==> src/rtl/clock_seq_pkg.sv <==
// rtl/clock_seq_pkg.sv - shared types and helpers for clock-control sequencers
//
// Purpose : state encoding, limits, a one-hot decode helper and the default
//           settle time shared by the clock-select sequencer and its
//           settle counter.
// Contents: state_t, MAX_CLOCKS, MAX_SEL_W, DEFAULT_SETTLE_CYCLES, onehot()
package clock_seq_pkg;

  typedef enum logic [1:0] {
    IDLE     = 2'd0,
    GATE_OFF = 2'd1,
    SWITCH   = 2'd2,
    GATE_ON  = 2'd3
  } state_t;

  localparam int MAX_CLOCKS            = 16;
  localparam int MAX_SEL_W             = 4;
  localparam int DEFAULT_SETTLE_CYCLES = 8;

  // One-hot decode over the widest supported mux; callers keep the low
  // NUM_CLOCKS bits.
  function automatic logic [MAX_CLOCKS-1:0] onehot(input logic [MAX_SEL_W-1:0] sel);
    logic [MAX_CLOCKS-1:0] v;
    v      = '0;
    v[sel] = 1'b1;
    return v;
  endfunction

endpackage

==> src/rtl/settle_counter.sv <==
// rtl/settle_counter.sv - loadable down-counter with zero flag for settle timing
//
// Purpose : times a phase of a clock-control sequence. load has priority over
//           dec; the count holds at zero rather than wrapping.
// Ports   : clock    in   reference clock
//           reset    in   asynchronous, active-low
//           load     in   load load_val this cycle
//           load_val in   CNT_W value to load
//           dec      in   decrement this cycle
//           zero     out  count is zero
module settle_counter
  import clock_seq_pkg::*;
#(
  parameter int CNT_W = 4
) (
  input  logic             clock,
  input  logic             reset,
  input  logic             load,
  input  logic [CNT_W-1:0] load_val,
  input  logic             dec,
  output logic             zero
);

  logic [CNT_W-1:0] count;

  always_ff @(posedge clock or negedge reset) begin
    if (!reset) begin
      count <= '0;
    end else if (load) begin
      count <= load_val;
    end else if (dec && (count != '0)) begin
      count <= count - CNT_W'(1);
    end
  end

  assign zero = (count == '0);

endmodule

==> src/rtl/clock_select_sequencer.sv <==
// rtl/clock_select_sequencer.sv - glitch-free clock-mux switch sequencer
//
// Purpose : on an accepted request, gates off every source, moves the mux
//           select, ungates the new source, then reports done; each phase
//           lasts SETTLE_CYCLES reference cycles. All outputs are registered.
// Ports   : clock     in   always-on reference clock
//           reset     in   asynchronous, active-low
//           req_valid in   switch request
//           req_ready out  request can be accepted (sequencer idle)
//           req_sel   in   requested source index
//           busy      out  switch sequence in progress
//           done      out  one-cycle pulse: request completed or no-op
//           err       out  one-cycle pulse: request index out of range
//           mux_sel   out  mux select
//           gate_en   out  per-source gater enables (never multi-hot)
//           cur_sel   out  committed source
module clock_select_sequencer
  import clock_seq_pkg::*;
#(
  parameter int NUM_CLOCKS    = 4,
  parameter int SEL_W         = 2,
  parameter int SETTLE_CYCLES = DEFAULT_SETTLE_CYCLES,
  parameter int CNT_W         = 4,
  parameter int RESET_SEL     = 0
) (
  input  logic                  clock,
  input  logic                  reset,
  input  logic                  req_valid,
  output logic                  req_ready,
  input  logic [SEL_W-1:0]      req_sel,
  output logic                  busy,
  output logic                  done,
  output logic                  err,
  output logic [SEL_W-1:0]      mux_sel,
  output logic [NUM_CLOCKS-1:0] gate_en,
  output logic [SEL_W-1:0]      cur_sel
);

  // One extra bit so NUM_CLOCKS == 2**SEL_W still compares correctly.
  localparam logic [SEL_W:0]            NUM_CLOCKS_EXT = (SEL_W+1)'(NUM_CLOCKS);
  localparam logic [CNT_W-1:0]          SETTLE_LOAD    = CNT_W'(SETTLE_CYCLES - 1);
  localparam logic [SEL_W-1:0]          RESET_SEL_V    = SEL_W'(RESET_SEL);
  localparam logic [MAX_CLOCKS-1:0]     RESET_OH_FULL  = onehot(MAX_SEL_W'(RESET_SEL));
  localparam logic [NUM_CLOCKS-1:0]     RESET_GATE     = RESET_OH_FULL[NUM_CLOCKS-1:0];

  state_t                  state, next_state;
  logic [SEL_W-1:0]        target;
  logic                    cnt_zero, cnt_load, cnt_dec;
  logic                    accept, sel_invalid, sel_same, start;
  logic [NUM_CLOCKS-1:0]   target_oh;

  logic                    req_ready_d, busy_d, done_d, err_d;
  logic [SEL_W-1:0]        mux_sel_d, cur_sel_d;
  logic [NUM_CLOCKS-1:0]   gate_en_d;

  // req_ready is the registered image of state == IDLE.
  assign accept      = req_valid & req_ready;
  assign sel_invalid = ({1'b0, req_sel} >= NUM_CLOCKS_EXT);
  assign sel_same    = (req_sel == cur_sel);
  assign start       = accept & ~sel_invalid & ~sel_same;

  // Every non-IDLE state entry restarts the phase timer; the return to IDLE
  // does not need one.
  assign cnt_load = (next_state != state) && (next_state != IDLE);
  assign cnt_dec  = (state != IDLE);

  settle_counter #(
    .CNT_W (CNT_W)
  ) u_settle (
    .clock    (clock),
    .reset    (reset),
    .load     (cnt_load),
    .load_val (SETTLE_LOAD),
    .dec      (cnt_dec),
    .zero     (cnt_zero)
  );

  always_comb begin
    target_oh = '0;
    for (int i = 0; i < NUM_CLOCKS; i++) begin
      target_oh[i] = (target == SEL_W'(i));
    end
  end

  // State register
  always_ff @(posedge clock or negedge reset) begin
    if (!reset) begin
      state <= IDLE;
    end else begin
      state <= next_state;
    end
  end

  // Next-state logic
  always_comb begin
    next_state = state;
    case (state)
      IDLE:     if (start)    next_state = GATE_OFF;
      GATE_OFF: if (cnt_zero) next_state = SWITCH;
      SWITCH:   if (cnt_zero) next_state = GATE_ON;
      GATE_ON:  if (cnt_zero) next_state = IDLE;
      default:                next_state = IDLE;
    endcase
  end

  // Output logic: next values of the registered outputs
  always_comb begin
    req_ready_d = (next_state == IDLE);
    busy_d      = (next_state != IDLE);
    done_d      = 1'b0;
    err_d       = 1'b0;
    mux_sel_d   = mux_sel;
    gate_en_d   = gate_en;
    cur_sel_d   = cur_sel;
    case (state)
      IDLE: begin
        err_d  = accept & sel_invalid;
        done_d = accept & ~sel_invalid & sel_same;
        if (start) gate_en_d = '0;
      end
      // mux moves only here, while every gater is off
      GATE_OFF: if (cnt_zero) mux_sel_d = target;
      SWITCH:   if (cnt_zero) gate_en_d = target_oh;
      GATE_ON: begin
        if (cnt_zero) begin
          cur_sel_d = target;
          done_d    = 1'b1;
        end
      end
      default: ;
    endcase
  end

  always_ff @(posedge clock or negedge reset) begin
    if (!reset) begin
      target    <= RESET_SEL_V;
      req_ready <= 1'b1;
      busy      <= 1'b0;
      done      <= 1'b0;
      err       <= 1'b0;
      mux_sel   <= RESET_SEL_V;
      gate_en   <= RESET_GATE;
      cur_sel   <= RESET_SEL_V;
    end else begin
      if (start) target <= req_sel;
      req_ready <= req_ready_d;
      busy      <= busy_d;
      done      <= done_d;
      err       <= err_d;
      mux_sel   <= mux_sel_d;
      gate_en   <= gate_en_d;
      cur_sel   <= cur_sel_d;
    end
  end

endmodule
==> config.mk <==
export PLATFORM = sky130hd
export DESIGN_NAME = clock_select_sequencer
export DESIGN_NICKNAME = d
export VERILOG_FILES = /design/src/rtl/clock_seq_pkg.sv /design/src/rtl/settle_counter.sv /design/src/rtl/clock_select_sequencer.sv
export SDC_FILE = /design/constraint.sdc
export NUM_CORES = 1
export LEC_CHECK = 0
export CORE_MARGIN = 2
export CORE_UTILIZATION = 49
export CTS_BUF_LIST = sky130_fd_sc_hd__clkbuf_4 sky130_fd_sc_hd__clkbuf_8
export CTS_CLUSTER_DIAMETER = 60
export DETAILED_ROUTE_END_ITERATION = 12
export PLACE_DENSITY = 0.77
export SYNTH_ARGS = -nofsm -noshare
export SYNTH_HDL_FRONTEND = slang
export SYNTH_SLANG_ARGS = --single-unit
==> constraint.sdc <==
create_clock -name clock -period 1.8 [get_ports clock]
set_input_delay 0.45 -clock clock [delete_from_list [all_inputs] [get_ports clock]]
set_output_delay 0.45 -clock clock [all_outputs]
set_load 0.01 [all_outputs]
# Word level (Yosys, flattened, before mapping)
# Index checks and enable logic that the tools add are counted.
# Widths: inputs -> output; s select.
[word_totals]
ff_bits = 19
out_inout_bits = 12
wordCells = 50
[classes]
n_reduce_logical = 14
muxes = 12
bitwise_logic = 4
n_addsub = 1
eq_ne = 10
[ops]
columns = ["operator", "count"]
rows = [
  ["$mux 4", 4],
  ["$eq 2x2->1 const B", 4],
  ["$mux 2", 4],
  ["$pmux 2 s4", 1],
  ["$pmux 4 s2", 1],
  ["$reduce_bool 2->1", 4],
  ["$logic_not 2->1", 3],
  ["$eq 2x1->1 const B", 2],
  ["$logic_not 4->1", 1],
  ["$ne 2x2->1 const B", 2],
  ["$reduce_and 2->1", 2],
  ["$reduce_bool 4->1", 1],
  ["$sub 4x1->4 const B", 1],
  ["$and 1x1->1", 3],
  ["$reduce_and 3->1", 1],
  ["$eq 2x2->1", 1],
  ["$logic_and 1x1->1", 2],
  ["$ne 2x2->1", 1],
  ["$pmux 1 s2", 1],
  ["$mux 1", 1],
  ["$not 1->1", 1],
]

# Longest topological paths before layout
[logic_depth]
ltp_word = 8
mapped_depth = 8
mapped_depth_nobuf = 7

# Modules after synthesis
# From an unflattened synthesis, not the netlist that was laid out.
[hier_totals]
cells_unflattened = 102
area_unflattened_um2 = 1027.2
[by_module_without_submodules]
columns = ["mod", "cells_per_inst", "area_each_um2", "instances", "seq_area_each_um2"]
rows = [
  ["clock_select_sequencer", 75, 757.0, 1, 377.9],
  ["settle_counter", 27, 270.3, 1, 100.1],
]

# Least setup slack after synthesis
# OpenSTA, ideal clock, no wires.
[synth_timing]
path_kind = "reg2reg"
from = "register state[0]"
to = "register u_settle.count[3]"
n_path_buf = 1
setup_slack_ns = 0.054
arrival_ns = 1.626
setup_ns = 0.120
stages_incl_launch_ff = 8
cell_sequence = "dfrtp_1 inv_1 ha_1 buf_6 nand2b_1 nor3_1 o32ai_4 o211a_1"
[synth_between]
elab_chain_cells = 5
word_cells_on_any_way = 16
[synth_rtl]
columns = ["item", "line_no", "text"]
rows = [
  ["from (decl)", "clock_select_sequencer.sv:46", "state_t state, next_state;"],
  ["from (signal assigned)", "clock_select_sequencer.sv:90", "state <= next_state;"],
  ["$eq 2x2->1 (tied with other cells)", "clock_select_sequencer.sv:97", "case (state)"],
  ["$pmux 2 s4", "clock_select_sequencer.sv:97", ""],
  ["$ne 2x2->1 / $reduce_bool 2->1 (equally long branches)", "clock_select_sequencer.sv:64", "assign cnt_load = (next_state != state) && (next_state != IDLE);"],
  ["$logic_and 1x1->1", "clock_select_sequencer.sv:64", ""],
  ["$mux 4 / $reduce_bool 2->1 (equally long branches)", "n/a", ""],
  ["to (signal assigned)", "settle_counter.sv:30", "count <= load_val;"],
  ["to (signal assigned)", "settle_counter.sv:32", "count <= count - CNT_W'(1);"],
  ["to (decl)", "settle_counter.sv:24", "logic [CNT_W-1:0] count;"],
]
# Parallel ways exist; a longest one is shown, timed or not.
# A chain may end at the register's enable or synchronous reset.

# Final worst setup path
[layout_timing]
from = "register state[0]"
to = "register gate_en[1]"
[layout_between]
elab_chain_cells = 3
word_cells_on_any_way = 7
[layout_rtl]
columns = ["item", "line_no", "text"]
rows = [
  ["$eq 2x2->1 / $logic_not 2->1 (equally long branches)", "clock_select_sequencer.sv:115", "case (state)"],
  ["$ne 2x2->1 (no line) / $reduce_bool 2->1 (equally long branches)", "n/a", ""],
  ["$reduce_and 3->1 (no line)", "n/a", ""],
  ["to (signal assigned)", "clock_select_sequencer.sv:151", "gate_en <= gate_en_d;"],
  ["to (decl)", "clock_select_sequencer.sv:35", "output logic [NUM_CLOCKS-1:0] gate_en,"],
]
# Parallel ways exist; a longest one is shown, timed or not.

==> results <==
- The run finished with clean final reports.
- The most area-hungry cell type in the Yosys netlist is sky130_fd_sc_hd__dfrtp_1.
- Setup repair after global routing could not meet its margin everywhere.
- After synthesis the netlist holds a flip-flop and latch count of 19.
- The area of the core region is 0.00200 mm2.
- The sequential cell area fraction in the yosys report is between 40% and 50%.
- Among all cell types in the netlist, the one instantiated most often is sky130_fd_sc_hd__dfrtp_1.
- Max-cap violations in this run came to 0.
- Summing all non-filler instances in the final layout gives an area of approximately 0.0014 mm2.
- The number of hold buffers added after CTS was 0.
- 0 antenna diodes ended up in the layout.
- The startpoint of the worst register-to-register path is state[0].
- After detailed routing, the average wire length per cell comes to 13.3 um.
- The fraction of the mapped netlist area in compound gates is between 10% and 20%.
- Across all setup checks in the final design, the least slack found is 0.0534 ns.
- The count of buffers added on input and output ports is 15.
- The critical path buffer and inverter count is 3.
- The tightest hold path in the finished design has a slack of approximately 0.47 ns.
- The total grt overflow is 0.
- Counting flops with an async set or reset pin after synthesis yields a share of between 90% and 100%.
- The dominant register cell in the synthesized netlist is sky130_fd_sc_hd__dfrtp_1.
- Setup violations remaining at the end of the flow were counted as 0.
- The maximum number of pins on one net before global-route repair is 20.
- In this run the number of H-tree levels came out at 1.
- The synthesized design contains 0 enable-type register cells.
- Synthesis instantiated 34 different standard cells from the library.
- Of the total synthesized cell area, the portion taken by full adders, half adders and majority gates is around 5.8%.
- In this run the power density over the cells is between 1000 and 1500 mW/mm2.
- The final cycle utilization of the critical path is 97.0%.
- Counting tap cells, the placed design contains a total of 148 instances.
- The count of nets left with antenna violations once routing finished came out at 0.
- Across all register-to-register paths, the minimum setup slack is 0.05 ns.
- After detailed placement, the total cell area comes to 0.00135 mm2.
- The wire length of the first global-routing pass is around 3600 um.
- The clock tree buffer depth is 2.
- The most numerous cell type found on the critical path is sky130_fd_sc_hd__buf_4.
- Clock tree synthesis inserted a total of 3 buffers.
- After detailed routing, the number of vias per cell comes to about 5.3.
- The utilization after layout is ~70%.
- The violation count after the first detailed-routing iteration is 10.
- Compared with the post-synthesis result, the final layout area differs by 31.8%.
- The endpoint of the worst-slack reg-to-reg timing path is gate_en[1].
- For this run, the slowest stage of the critical path takes 0.35 ns.
- The worst setup slack before clock tree synthesis is -0.224 ns.
- After clock tree synthesis, the clock-pin slew on the worst setup and hold paths is roughly 0.09 ns.
- The share of synthesized area spent on multiplexers is a little under an eighth.
- The ratio of cells with drive above 1 in the final layout is between 30% and 40%.
- The die covers 0.00258 mm2.
- The die is approximately 51 um wide.
- By area, the combinational part of the netlist is dominated by compound AO/OA/AOI/OAI gates.
- Broken down by cell family, the worst path's largest delay share belongs to flip-flops.
- The standard cell with the maximum stage delay on the critical path is sky130_fd_sc_hd__dfrtp_1.
- The latest clock arrival within the worst-skew pair is 0.29 ns.
- The net count after synthesis is about 100.
- The critical path in this run is classified as reg2reg.
- The congestion estimate from routability-driven global placement came to between 0.8 and 0.9.
- The all-layer global routing usage is 19.0%.
- Subtracting the final worst setup slack from the clock period gives between 1.5 and 2 ns.
- The length of the first detailed-routing pass in iterations is 2.
- The maximum fanout encountered on the critical timing path is 5.
- By area the synthesized netlist is led by sky130_fd_sc_hd__dfrtp_1 (40%), sky130_fd_sc_hd__mux2_1 (9.5%), sky130_fd_sc_hd__ha_1 (5.8%).
- The aggregate routed wire length is about 2000 um.
- The fraction of the mapped netlist area in simple logic gates is between 10 and 15%.
- The total chip power is between 1.5 and 2 mW.
- The combined area of all synthesized cells is ~0.0011 mm2.
- The required time at the worst-slack endpoint is approximately 2.0 ns.
- For this design the static power due to leakage is around 0.66 nW.
- Summing the areas of all xor and xnor instances in the mapped netlist gives 3.86% of the synthesized area.
- The site row count is 16.
- The post-route DRC violation count is 0.
- The min-delay analysis places its worst path in the category in2async.
- The vertical extent of the die is around 51 um.
- The signal on the critical path passes through inv_1 -> buf_4 -> ha_1 -> or2_1 -> o21ai_1 -> a21oi_2 -> buf_4 -> mux2_4.
- The overall via count from detail_route is a little over 800.
- TritonCTS built the clock tree.
- The clock drives 19 sinks.
- The worst register-to-register path has a depth of 8.
- Once the floorplan was initialized, standard cells occupied approximately 53% of the core.
- Summed over its instances, the top area cell type makes up about two fifths of the synthesized netlist area.
- The worst setup path is captured at a register.
- The initial antenna violation count came to 0.
- Leaving out filler cells and counting taps, the final layout contains around 150.
- The buffer type at the clock tree root is sky130_fd_sc_hd__clkbuf_4.
- The worst path arrival time is approximately 1.9 ns.
- The cell count after synthesis is slightly above 90.
- For the final routed database, the setup TNS stands at 0 ns.
- The startpoint type of the worst setup path is a register.
- The count of endpoints failing hold in the final timing report is 0.
- The commonest cells after synthesis are sky130_fd_sc_hd__dfrtp_1 (17), sky130_fd_sc_hd__mux2_1 (9), sky130_fd_sc_hd__inv_1 (6), sky130_fd_sc_hd__nor2_1 (6).
- Detailed placement finished with a half-perimeter wire length of approximately 1600 um.
- The number of warning messages in the yosys log is 0.
- For this design the top-level I/O count stands at 17.
- The achievable clock frequency is 573 MHz.
- The peak ir drop on the vdd network is about 0.90 mV.
- The setup skew after layout is 0.00121 ns.
- The number of max-slew violations in the final report was 0.
- Dividing the synthesized area by the synthesized cell count gives around 12 um2.
- The number of global-route vias before repair came to 866.
- The net count of the finished layout is about 140.
## layer usage
metal | global-route usage (%) | vias up | wire length [um]
li1 | - | 398 | -
met1 | 22.9 | 397 | 921
met2 | 33.8 | 9 | 1040
met3 | 1.79 | 5 | 30
met4 | 9.46 | 0 | 45
met5 | 0 | - | 0
## final cells by class
cell class | instances | area (um2)
well taps | 27 | 33.8
inverters | 7 | 26.3
multi-input cells | 65 | 576
flip-flops and latches | 19 | 478
repair buffers | 31 | 268
clock buffers | 4 | 30.0
fillers | 157 | 591
## report_power, final
group	leakage (nW)	switching [mW]	internal, mW
combinational	0.402	0.464	0.522
sequential	0.238	0.0957	0.555
clock	0.0184	0.117	0.101
total	0.659	0.677	1.18
## sequential cells by signal, indices dropped and copies added (netlist names)
register and cells:
gate_en 4, u_settle.count 4, cur_sel 2, mux_sel 2
state 2, target 2, busy 1, done 1
req_ready 1
## cells in the final DEF (no fill, tap or decap), types with 2 or more instances in the layout
master                            synthesis  final
sky130_fd_sc_hd__dfstp_2                  2      2
sky130_fd_sc_hd__xnor2_2                  2      2
sky130_fd_sc_hd__a21o_1                   4      4
sky130_fd_sc_hd__o211ai_1                 4      4
sky130_fd_sc_hd__mux2_4                   0      3
sky130_fd_sc_hd__a21oi_1                  3      3
sky130_fd_sc_hd__nor3_1                   3      2
sky130_fd_sc_hd__buf_4                    1     16
sky130_fd_sc_hd__ha_2                     0      2
sky130_fd_sc_hd__dfrtp_1                 17     17
sky130_fd_sc_hd__dlygate4sd2_1            0      2
sky130_fd_sc_hd__ha_1                     5      3
sky130_fd_sc_hd__clkbuf_4                 0      4
sky130_fd_sc_hd__mux2_1                   9      6
sky130_fd_sc_hd__clkdlybuf4s50_1          0     13
sky130_fd_sc_hd__mux2_2                   2      2
sky130_fd_sc_hd__nor3b_1                  2      2
sky130_fd_sc_hd__nor2_1                   6      6
sky130_fd_sc_hd__nand2_1                  5      5
sky130_fd_sc_hd__o21a_1                   2      2
sky130_fd_sc_hd__nand2b_1                 2      2
sky130_fd_sc_hd__or4_1                    2      2
sky130_fd_sc_hd__inv_1                    6      6
## repair_timing
action	in CTS	in global routing
setup buffers	0	1
pin swaps	0	1
hold endpoints to repair	0	0
endpoints found under the setup margin	2	8
resized for setup	2	7
## worst register-to-register path, stage by stage, from the launching register on
cell and delay [ns]:
sky130_fd_sc_hd__dfrtp_1 0.35, sky130_fd_sc_hd__inv_1 0.06, sky130_fd_sc_hd__buf_4 0.13, sky130_fd_sc_hd__ha_1 0.25, sky130_fd_sc_hd__or2_1 0.25, sky130_fd_sc_hd__o21ai_1 0.10
sky130_fd_sc_hd__a21oi_2 0.04, sky130_fd_sc_hd__buf_4 0.15, sky130_fd_sc_hd__mux2_4 0.30
## cells by family (layout without fill, tap and decap cells)
| group | Yosys count | after routing |
|---|---|---|
| AND/OR/NAND/NOR | 26 | 26 |
| AO/OA/AOI/OAI | 19 | 19 |
| flip-flops | 19 | 19 |
| multiplexers | 11 | 11 |
| buffers and inverters | 9 | 42 |
| adder cells (fa/ha/maj) | 5 | 5 |
| XOR/XNOR | 3 | 3 |
| other | 1 | 1 |
## worst max path at each step
stage                    start                 to  slack, ns  cells after the start
floorplan             state[0]  u_settle.count[3]       0.05                      7
global placement    req_sel[0]         gate_en[3]      -0.20                      5
detailed placement  req_sel[0]         gate_en[1]      -0.22                      5
CTS                   state[1]  u_settle.count[3]       0.01                      8
global route          state[1]  u_settle.count[3]      -0.04                      8
finish                state[0]         gate_en[1]       0.05                      8
No activity file was read; power rests on OpenSTA's default activity.
